--- config.mk ---
export PLATFORM = sky130hd
export DESIGN_NAME = char_pixel_shifter
export DESIGN_NICKNAME = d
export VERILOG_FILES = /design/src/rtl/char_pixel_shifter.sv
export SDC_FILE = /design/constraint.sdc
export NUM_CORES = 1
export LEC_CHECK = 0
export ABC_AREA = 1
export CORE_MARGIN = 3
export CORE_UTILIZATION = 53
export CTS_BUF_LIST = sky130_fd_sc_hd__clkbuf_4 sky130_fd_sc_hd__clkbuf_8
export DETAILED_ROUTE_END_ITERATION = 10
export GPL_TIMING_DRIVEN = 0
export PLACE_DENSITY = 0.85
export SLEW_MARGIN = 10
export SYNTH_ARGS = -nofsm -noshare
export SYNTH_HDL_FRONTEND = slang
export SYNTH_SLANG_ARGS = --single-unit
--- constraint.sdc ---
create_clock -name pclk -period 1.8 [get_ports pclk]
set_clock_uncertainty 0.05 [all_clocks]
set_input_delay 0.27 -clock pclk [delete_from_list [all_inputs] [get_ports pclk]]
set_output_delay 0.27 -clock pclk [all_outputs]
set_load 0.05 [all_outputs]
--- src/rtl/char_pixel_shifter.sv ---
// Glyph serialiser with fg/bg/blink colouring and pixel-aligned blank/sync delay.
// Optional inverse-video cursor cell is enabled by defining SHIFTER_CURSOR_EN.
module char_pixel_shifter #(
    parameter int PIPE_DEPTH   = 1,
    parameter int BLINK_PERIOD = 16
) (
    input  logic       pclk,
    input  logic       rst,
    input  logic       shload_n,
    input  logic [7:0] pix_data,
    input  logic [7:0] attr,
    input  logic       blank_in,
    input  logic       hsync_in,
    input  logic       vsync_in,
    input  logic       cursor_hit,
    output logic [3:0] color,
    output logic       blank_out,
    output logic       hsync_out,
    output logic       vsync_out
);

    localparam logic [4:0] FRAME_LAST = 5'(BLINK_PERIOD - 1);

    logic [7:0]            sh;
    logic [7:0]            attr_q;
    logic [PIPE_DEPTH-1:0] blank_p;
    logic [PIPE_DEPTH-1:0] hs_p;
    logic [PIPE_DEPTH-1:0] vs_p;
    logic                  vs_q;
    logic [4:0]            frame_cnt;
    logic                  blink_phase;
    logic [3:0]            fg_eff;
    logic [3:0]            bg_eff;
    logic [3:0]            pix_color;
    logic                  blank_d;

`ifdef SHIFTER_CURSOR_EN
    logic cur_q;
`else
    logic unused_cursor;
    assign unused_cursor = cursor_hit;
`endif

    assign blank_d = blank_p[PIPE_DEPTH-1];

    always_ff @(posedge pclk) begin
        if (rst) begin
            sh     <= 8'h00;
            attr_q <= 8'h00;
`ifdef SHIFTER_CURSOR_EN
            cur_q  <= 1'b0;
`endif
        end else if (!shload_n) begin
            sh     <= pix_data;
            attr_q <= attr;
`ifdef SHIFTER_CURSOR_EN
            cur_q  <= cursor_hit;
`endif
        end else begin
            sh <= {sh[6:0], 1'b0};
        end
    end

    // Blink applies first; the cursor swap then works on the blinked pair
    always_comb begin
        bg_eff = {1'b0, attr_q[6:4]};
        fg_eff = attr_q[3:0];
        if (attr_q[7] && blink_phase) begin
            fg_eff = bg_eff;
        end
`ifdef SHIFTER_CURSOR_EN
        if (cur_q && !blink_phase) begin
            fg_eff = bg_eff;
            bg_eff = attr_q[7] && blink_phase ? {1'b0, attr_q[6:4]}
                                              : attr_q[3:0];
        end
`endif
        pix_color = sh[7] ? fg_eff : bg_eff;
    end

    always_ff @(posedge pclk) begin
        if (rst) begin
            blank_p <= '1;
            hs_p    <= '0;
            vs_p    <= '0;
        end else begin
            blank_p[0] <= blank_in;
            hs_p[0]    <= hsync_in;
            vs_p[0]    <= vsync_in;
            for (int i = 1; i < PIPE_DEPTH; i++) begin
                blank_p[i] <= blank_p[i-1];
                hs_p[i]    <= hs_p[i-1];
                vs_p[i]    <= vs_p[i-1];
            end
        end
    end

    always_ff @(posedge pclk) begin
        if (rst) begin
            color     <= 4'h0;
            blank_out <= 1'b1;
            hsync_out <= 1'b0;
            vsync_out <= 1'b0;
        end else begin
            color     <= blank_d ? 4'h0 : pix_color;
            blank_out <= blank_d;
            hsync_out <= hs_p[PIPE_DEPTH-1];
            vsync_out <= vs_p[PIPE_DEPTH-1];
        end
    end

    always_ff @(posedge pclk) begin
        if (rst) begin
            vs_q        <= 1'b0;
            frame_cnt   <= 5'd0;
            blink_phase <= 1'b0;
        end else begin
            vs_q <= vsync_in;
            if (vsync_in && !vs_q) begin
                if (frame_cnt == FRAME_LAST) begin
                    frame_cnt   <= 5'd0;
                    blink_phase <= ~blink_phase;
                end else begin
                    frame_cnt <= frame_cnt + 5'd1;
                end
            end
        end
    end

endmodule
; Yosys cells after proc, flatten, opt, wreduce, memory -nomap -nowiden
; Index checks and enable logic that the tools add are counted.
[op_classes]
bitwise_logic = 2
addsub = 1
n_reduce_logical = 7
n_eq_ne = 1
n_mux = 4
[ops]
columns = cell, count
row1 = two-way mux 8 bit, 1
row2 = two-way mux 3 bit, 2
row3 = adder 5 x 1 -> 5 bit (second input constant), 1
row4 = == test 5 x 4 -> 1 bit (second input constant), 1
row5 = two-way mux 5 bit, 1
row6 = OR reduction 2 bit, 2
row7 = OR reduction 4 bit, 1
row8 = logical AND 1 bit, 2
row9 = NOT 1 bit, 2
row10 = AND reduction 2 bit, 1
row11 = zero test 1 bit, 1
[word_totals]
inputBits = 23
reg_bits = 32

; Longest topological paths before layout
; Gate-level depths: netlist (run 1).
[depth]
ltp_word = 3
ltp_mapped = 6
ltp_nobuf = 6

; Least setup slack after synthesis (run 1)
; No wires, ideal clock.
[synth_timing]
path_kind = register to register
startpoint = register frame_cnt[0]
endpoint = register frame_cnt[2]
n_path_buf = 0
setup_time_ps = 118
synth_period_minus_slack_ps = 1064
arrival_time_ps = 896
setup_slack_ps = 736
stages_incl_launch_ff = 5
cell_sequence = dfxtp_1 > ha_1 > or2_2 > nand3_1 > a21oi_1
[synth_via]
elab_chain_len = 2
elab_cells_between_ends = 3
classes_between = add/sub: 1 / eq/ne: 1 / mux: 1
[synth_rtl]
columns = element, line
row1 = "start, declared", 30  ; logic [4:0] frame_cnt;
row2 = "start signal, assigned", 124  ; frame_cnt <= frame_cnt + 5'd1;
row3 = adder 5 x 1 -> 5 bit or == test 5 x 4 -> 1 bit (tied branches), "124, 120"
row4 = two-way mux 5 bit (*), 120  ; if (frame_cnt == FRAME_LAST) begin
; Every way passes the cells marked *; elsewhere a longest branch is shown, timed or not.
; A chain may end at the register's enable or synchronous reset.

; Worst setup path after layout (run 1)
[layout_timing]
startpoint = register color[2]
endpoint = output color[2]
[layout_rtl]
columns = element, line
row1 = "start, declared", 16  ; output logic [3:0] color,
row2 = "start signal, assigned", 105  ; color <= blank_d ? 4'h0 : pix_color;
; No word-level cell between the ends.

==> results of run 1 <==
-- metrics by stage --
step / area [um2] / setup slack (ps) / hold slack [ps] / std cells / util, %
after global placement: 1490 / 395 / 346 / 195 / 73.2
after floorplan: 1190 / 736 / 324 / 141 / -
after detailed placement: 1490 / 370 / 372 / 195 / 73.2
final: 1560 / 44.8 / 138 / 202 / 76.3
after global routing: 1560 / 1.86 / 133 / 202 / 76.3
after CTS: 1560 / 35.0 / 135 / 202 / 76.3
-- per-layer routing --
metal  vias up  wire (um)
li1        517          -
met1       426        923
met2        33       1100
met3         7        157
met4         0         58
met5         -          0
-- final timing paths --
path	startpoint	slack (ps)	depth (start not counted)	end
max	color[2]	40	1	color[2]
min	rst	140	2	frame_cnt[2]
max reg2reg	frame_cnt[1]	610	6	blink_phase
min reg2reg	hs_p	380	2	hsync_out
-- registers in the layout, indices dropped and copies added (netlist names) --
signal	flops
blink_phase	1
frame_cnt	5
hsync_out	1
hs_p	1
sh	8
blank_d	1
vs_q	1
attr_q	8
vsync_out	1
blank_out	1
color	4
-- layout by cell type, fill, tap and decap left out, drive strengths merged --
cell	n
nor2	40
dfxtp	32
clkdlybuf4s50	26
o21ai	20
inv	14
nand2	12
a21oi	8
clkbuf	7
buf	5
or2	2
nand3	2
a211oi	2
nand4	2
nor3	1
ha	1
dlygate4sd2	1
-- worst reg2reg max path, stage by stage, from the launching register on --
cell                      delay, ps
sky130_fd_sc_hd__dfxtp_1        370
sky130_fd_sc_hd__ha_1           210
sky130_fd_sc_hd__nand2_1         90
sky130_fd_sc_hd__nor2_1         160
sky130_fd_sc_hd__nand4_1        100
sky130_fd_sc_hd__nand2_1         70
sky130_fd_sc_hd__nor2_1          40
-- logic make-up (layout without fill, tap and decap cells) --
kind of cell    after synthesis  after routing  synth area share [%]
compound gates               30             30                  13.5
simple gates                 59             59                  22.9
flops                        32             32                  53.8
buf+inv                      19             53                  8.73
fa+ha+maj                     1              1                  1.05
-- repair_timing --
action | 4_1_cts | 5_1_grt
hold buffers | 0 | 0
gates resized for setup | 1 | 0
endpoints found under the setup margin | 1 | 0
-- area by class of cell --
| type | instances | area, um2 | area share, % |
|---|---|---|---|
| flip-flops and latches | 32 | 641 | 41.1 |
| multi-input cells | 90 | 445 | 28.6 |
| repair buffers | 27 | 269 | 17.3 |
| clock buffers | 7 | 65.1 | 4.18 |
| plain buffers | 5 | 46.3 | 2.97 |
| inverters | 14 | 57.6 | 3.69 |
| well taps | 27 | 33.8 | 2.17 |
-- power groups by stage --
stage | registers [mW] | clock network (mW) | logic [mW]
final | 0.759 | 0.447 | 0.167
after CTS | 0.760 | 0.454 | 0.169
after global routing | 0.763 | 0.482 | 0.187
after global placement | 0.774 | 0 | 0.163
after floorplan | 0.789 | 0 | 0.0816
after detailed placement | 0.776 | 0 | 0.168
==> impl_summary.txt, run 1 <==
----------------------------------------------------
[Synthesis]
  Post-synth cell types ... 23
  Sequential cell area fraction in the yosys report ... 53.8%
  Number of warnings issued by yosys ... 0
  Post-synthesis async set-or-reset flop share ... 0%
  EDFF count, synth ... 0
  Top cells by area, synth ... sky130_fd_sc_hd__dfxtp_1 (54%), sky130_fd_sc_hd__nor2_1 (12%), sky130_fd_sc_hd__o21ai_0 (7.6%)
  Mean post-synth cell area ... 8.44 um2
  Yosys top cell by area ... sky130_fd_sc_hd__dfxtp_1
  Post-synthesis cell count ... 141
  Most frequent cells after synthesis ... sky130_fd_sc_hd__nor2_1 (38), sky130_fd_sc_hd__dfxtp_1 (32), sky130_fd_sc_hd__o21ai_0 (18), sky130_fd_sc_hd__nand2_1 (11), sky130_fd_sc_hd__inv_1 (10)
  Mapped Area ... 1190 um2
  Flip-flop and latch count after synthesis ... 32
  Area share of the largest cell type after synthesis ... 53.8%
  Most frequently used cell type in the post-synthesis netlist ... sky130_fd_sc_hd__nor2_1
  Synth Flop Type ... sky130_fd_sc_hd__dfxtp_1
  Number of nets in the synthesized netlist ... 165

[Worst hold path]
  Classification of the worst-slack hold path ... input port to flop

[Cells and area]
  Net count of the finished layout ... 199
  Layout cells sized above 1 ... 13.1%
  Relative area change from synthesis to final layout ... 30.9%
  Diode insertion count for antenna repair ... 0
  Layout filler cell count ... 172

[Placement]
  Placer's final routability congestion estimate ... 0.730
  Post-DP HPWL ... 1730 um
  Number of buffers added on ports ... 27

[Power and ir drop]
  Switch share ... 23.8%
  Static leakage power ... 0.665 nW
  Share of power burned in the clock network ... 32.6%
  Max rail drop VDD ... 0.642 mV
  Sequential power share ... 55.3%
  Power per cell area ... 882 nW/um2
  Internal power consumption ... 1.05 mW
  Total Power Consumption ... 1.37 mW
  Net switching power figure ... 0.326 mW
  Portion of total power attributed to combinational logic ... 12.2%

[CTS]
  Largest buffer count on any clock path ... 2
  Number of sinks handled by clock tree synthesis ... 32
  Root Driver ... sky130_fd_sc_hd__clkbuf_4
  Clock latency at the later pin of the worst-skew pair ... 320 ps
  Total clock buffers created by CTS ... 5
  Clock slew at reported path FFs ... 90 ps
  TritonCTS clock tree ... yes
  Post-CTS Setup Inserts ... 0
  # H-tree levels ... 2

[STA]
  Pins over their slew limit ... 0
  Final cycle utilization of the critical path ... 97.5%
  Total setup violations reported at the end of the flow ... 0
  FMAX ... 570 MHz
  Worst Max-Slew Pin Slew ... 498 ps
  Min Tclk post-route ... 1760 ps
  Final Hold Violating Endpoints ... 0
  Worst slew margin relative to its limit ... 66.7%
  RSZ-0062 raised after global routing ... false
  Total Negative Setup Slacks ... 0 ps

[Global routing]
  Wire length of the first global-routing pass ... 3850 um
  Via count of the first global-routing pass ... 933
  Met1 GRT Util ... 21.3%
  Routing usage on met3 ... 6.76%
  GR Layer Usage met2 ... 32.2%
  GRT Overall Usage ... 19.7%
  Pin count of the biggest net entering global routing ... 11
  Remaining global-route overflow ... 0
  GRT busiest layer ... met2
  Initial antenna violation count ... 0

[Die]
  Die ar. ... 2850 um2
  Die width ... 53.4 um
  Chip height ... 53.4 um
  Starting Density ... 58.3%
  Num rows ... 16
  Area of the placeable core ... 2040 um2
  IO Count ... 30

[Setup path]
  Setup crit end kind ... output pin
  Standard cell with the maximum stage delay on the critical path ... sky130_fd_sc_hd__clkdlybuf4s50_1
  Buffers and inverters on the worst path ... 1
  Largest driver fanout on the critical path ... 1
  Delay contributed by the slowest stage of the critical path ... 790 ps
  Family with the most delay on the worst path ... buffers and inverters
  Kind of critical path ... flop to output pin
  Setup crit start kind ... flop
  Cell chain of the critical path ... clkdlybuf4s50_1
  Worst path required time ... 1480 ps
  Critical path data arrival time ... 1440 ps

[Routing]
  DR DRC count ... 0
  Routed Antenna Nets ... 0
  Initial DRC Count ... 10
  Vias per cell ... 4.87
  Routed WL per cell ... 11.1 um
  Number of iterations in the first detailed-routing pass ... 4
  Total via count in the routed design ... 983
  Drt total wl ... 2240 um

[Run status]
  Result of the run ... complete, no violations

[Job]
  Max-cap violation count ... 0

----------------------------------------------------
(Power assumes the default switching activity.)
==> run 2, diff against run 1 <==
--- a/config.mk
+++ b/config.mk
@@ -12,6 +12,7 @@
 export DETAILED_ROUTE_END_ITERATION = 10
 export GPL_TIMING_DRIVEN = 0
 export PLACE_DENSITY = 0.85
+export SKIP_CTS_REPAIR_TIMING = 1
 export SLEW_MARGIN = 10
 export SYNTH_ARGS = -nofsm -noshare
 export SYNTH_HDL_FRONTEND = slang
==> run 2 against run 1 <==
Compared with the run above:
- non-clock buffer count is the same
- core utilization rose by 0.18 points
- combinational power about the same
- largest cell class unchanged
- cell count did not move
- via count stayed put
- critical path type unchanged
- first-iteration DRC count unchanged
- clock-buffer cell count did not move
- total power about the same
==> impl_summary.txt, run 2 (synthesis gave the netlist of run 1 again) <==
----------------------------------------------------
[CTS]
  Clock latency at the later pin of the worst-skew pair ... 320 ps (about the same)
  Clock slew at reported path FFs ... 90 ps (about the same)
  Number of sinks handled by clock tree synthesis ... 32 (unchanged)
  TritonCTS clock tree ... yes
  # H-tree levels ... 2 (unchanged)
  Total clock buffers created by CTS ... 5 (unchanged)
  Root Driver ... sky130_fd_sc_hd__clkbuf_4
  Largest buffer count on any clock path ... 2 (unchanged)

[Placement]
  Worst setup slack after placement ... 370 ps (unchanged)
  Post-DP HPWL ... 1730 um (unchanged)
  Number of buffers added on ports ... 27 (unchanged)
  Placer's final routability congestion estimate ... 0.730 (unchanged)

[Routing]
  Routed Antenna Nets ... 0 (unchanged)
  Initial DRC Count ... 10 (unchanged)
  Number of iterations in the first detailed-routing pass ... 4 (unchanged)
  Routed WL per cell ... 11.1 um (-0.13%)
  Total via count in the routed design ... 983 (unchanged)
  DR DRC count ... 0 (unchanged)
  Drt total wl ... 2240 um (-0.13%)
  Vias per cell ... 4.87 (unchanged)

[Die]
  Area of the placeable core ... 2040 um2 (unchanged)
  Starting Density ... 58.3% (unchanged)
  Die ar. ... 2850 um2 (unchanged)
  Die width ... 53.4 um (unchanged)
  Chip height ... 53.4 um (unchanged)
  IO Count ... 30 (unchanged)
  Num rows ... 16 (unchanged)

[Setup path]
  Family with the most delay on the worst path ... buffers and inverters
  Cell chain of the critical path ... clkdlybuf4s50_1
  Setup crit end kind ... output pin
  Buffers and inverters on the worst path ... 1 (unchanged)
  Standard cell with the maximum stage delay on the critical path ... sky130_fd_sc_hd__clkdlybuf4s50_1
  Largest driver fanout on the critical path ... 1 (unchanged)
  Setup crit start kind ... flop
  Critical path data arrival time ... 1440 ps (about the same)
  Kind of critical path ... flop to output pin
  Worst path required time ... 1480 ps (about the same)
  Delay contributed by the slowest stage of the critical path ... 790 ps (about the same)

[Global routing]
  Remaining global-route overflow ... 0 (unchanged)
  Pin count of the biggest net entering global routing ... 11 (unchanged)
  Routing usage on met3 ... 6.76% (unchanged)
  GRT busiest layer ... met2
  Wire length of the first global-routing pass ... 3850 um (unchanged)
  Via count of the first global-routing pass ... 933 (unchanged)
  Initial antenna violation count ... 0 (unchanged)
  GR Layer Usage met2 ... 32.2% (unchanged)
  Met1 GRT Util ... 21.3% (unchanged)
  GRT Overall Usage ... 19.7% (unchanged)

[Cells and area]
  Commonest cells after routing, fill and taps aside ... sky130_fd_sc_hd__nor2_1 (38), sky130_fd_sc_hd__dfxtp_1 (32), sky130_fd_sc_hd__clkdlybuf4s50_1 (26)
  Relative area change from synthesis to final layout ... 31.2%
  Layout cells sized above 1 ... 13.1% (unchanged)
  Diode insertion count for antenna repair ... 0 (unchanged)
  Registers with the highest flip-flop counts ... attr_q: 8 flops, sh: 8 flops, frame_cnt: 5 flops
  End-of-flow core utilization ... 76.5% (+0.18 points)
  Net count of the finished layout ... 199 (unchanged)
  Most frequent standard cell in the layout excluding fill and tap cells ... sky130_fd_sc_hd__nor2_1

[STA]
  RSZ-0062 raised after global routing ... false
  Total setup violations reported at the end of the flow ... 0 (unchanged)
  Worst Max-Slew Pin Slew ... 503 ps (+4.77 ps)
  Final cycle utilization of the critical path ... 97.5% (about the same)
  FMAX ... 570 MHz (about the same)
  Min Tclk post-route ... 1760 ps (-0.0728 ps)
  Worst slew margin relative to its limit ... 66.4% (-0.27 points)
  Pins over their slew limit ... 0 (unchanged)
  Final Hold Violating Endpoints ... 0 (unchanged)
  Final setup slack of the worst path ... 44.9 ps (+0.0728 ps)

[Power and ir drop]
  Static leakage power ... 0.679 nW (+2.1%)
  Power per cell area ... 880 nW/um2 (-0.23%)
  Max rail drop VDD ... 0.642 mV (about the same)

[Worst hold path]
  Classification of the worst-slack hold path ... input port to flop

[Run status]
  Result of the run ... complete, no violations

[Job]
  Max-cap violation count ... 0 (unchanged)

----------------------------------------------------
run 2: final timing paths:
| kind | from | endpoint | slack [ps] | cells after the start |
|---|---|---|---|---|
| min reg2reg | hs_p | hsync_out | 380 | 2 |
| max | color[2] | color[2] | 40 | 1 |
| max reg2reg | frame_cnt[1] | blink_phase | 610 | 6 |
| min | rst | frame_cnt[2] | 140 | 2 |
run 2: stage by stage:
| step | hold slack, ps | area (um2) | setup TNS [ps] | std cells | power, mW |
|---|---|---|---|---|---|
| 2_1_floorplan | 324 | 1190 | 0 | 141 | 0.870 |
| 3_3_place_gp | 346 | 1490 | 0 | 195 | 0.936 |
| 3_5_place_dp | 372 | 1490 | 0 | 195 | 0.944 |
| 4_1_cts | 135 | 1560 | -0.527 | 202 | 1.38 |
| 5_1_grt | 133 | 1560 | 0 | 202 | 1.43 |
| 6_report | 138 | 1560 | 0 | 202 | 1.37 |
run 2: per-layer routing:
layer  part of all wire (%)  wire length (um)
met1                     42               935
met5                      0                 0
met2                     49              1100
met3                    6.7               151
met4                    2.6                58
run 2: area by class of cell:
class	count	area, um2
repair buffers	27	273
flip-flops and latches	32	641
fillers	170	480
multi-input cells	90	445
inverters	14	57.6
clock buffers	7	65.1
well taps	27	33.8
plain buffers	5	46.3
run 2: power breakdown:
| part | switching [mW] | internal (mW) | total, mW | leakage (nW) |
|---|---|---|---|---|
| Sequential | 0.0161 | 0.743 | 0.759 | 0.264 |
| Combinational | 0.0841 | 0.0829 | 0.167 | 0.378 |
| Clock | 0.226 | 0.221 | 0.447 | 0.0374 |
| Total | 0.326 | 1.05 | 1.37 | 0.679 |
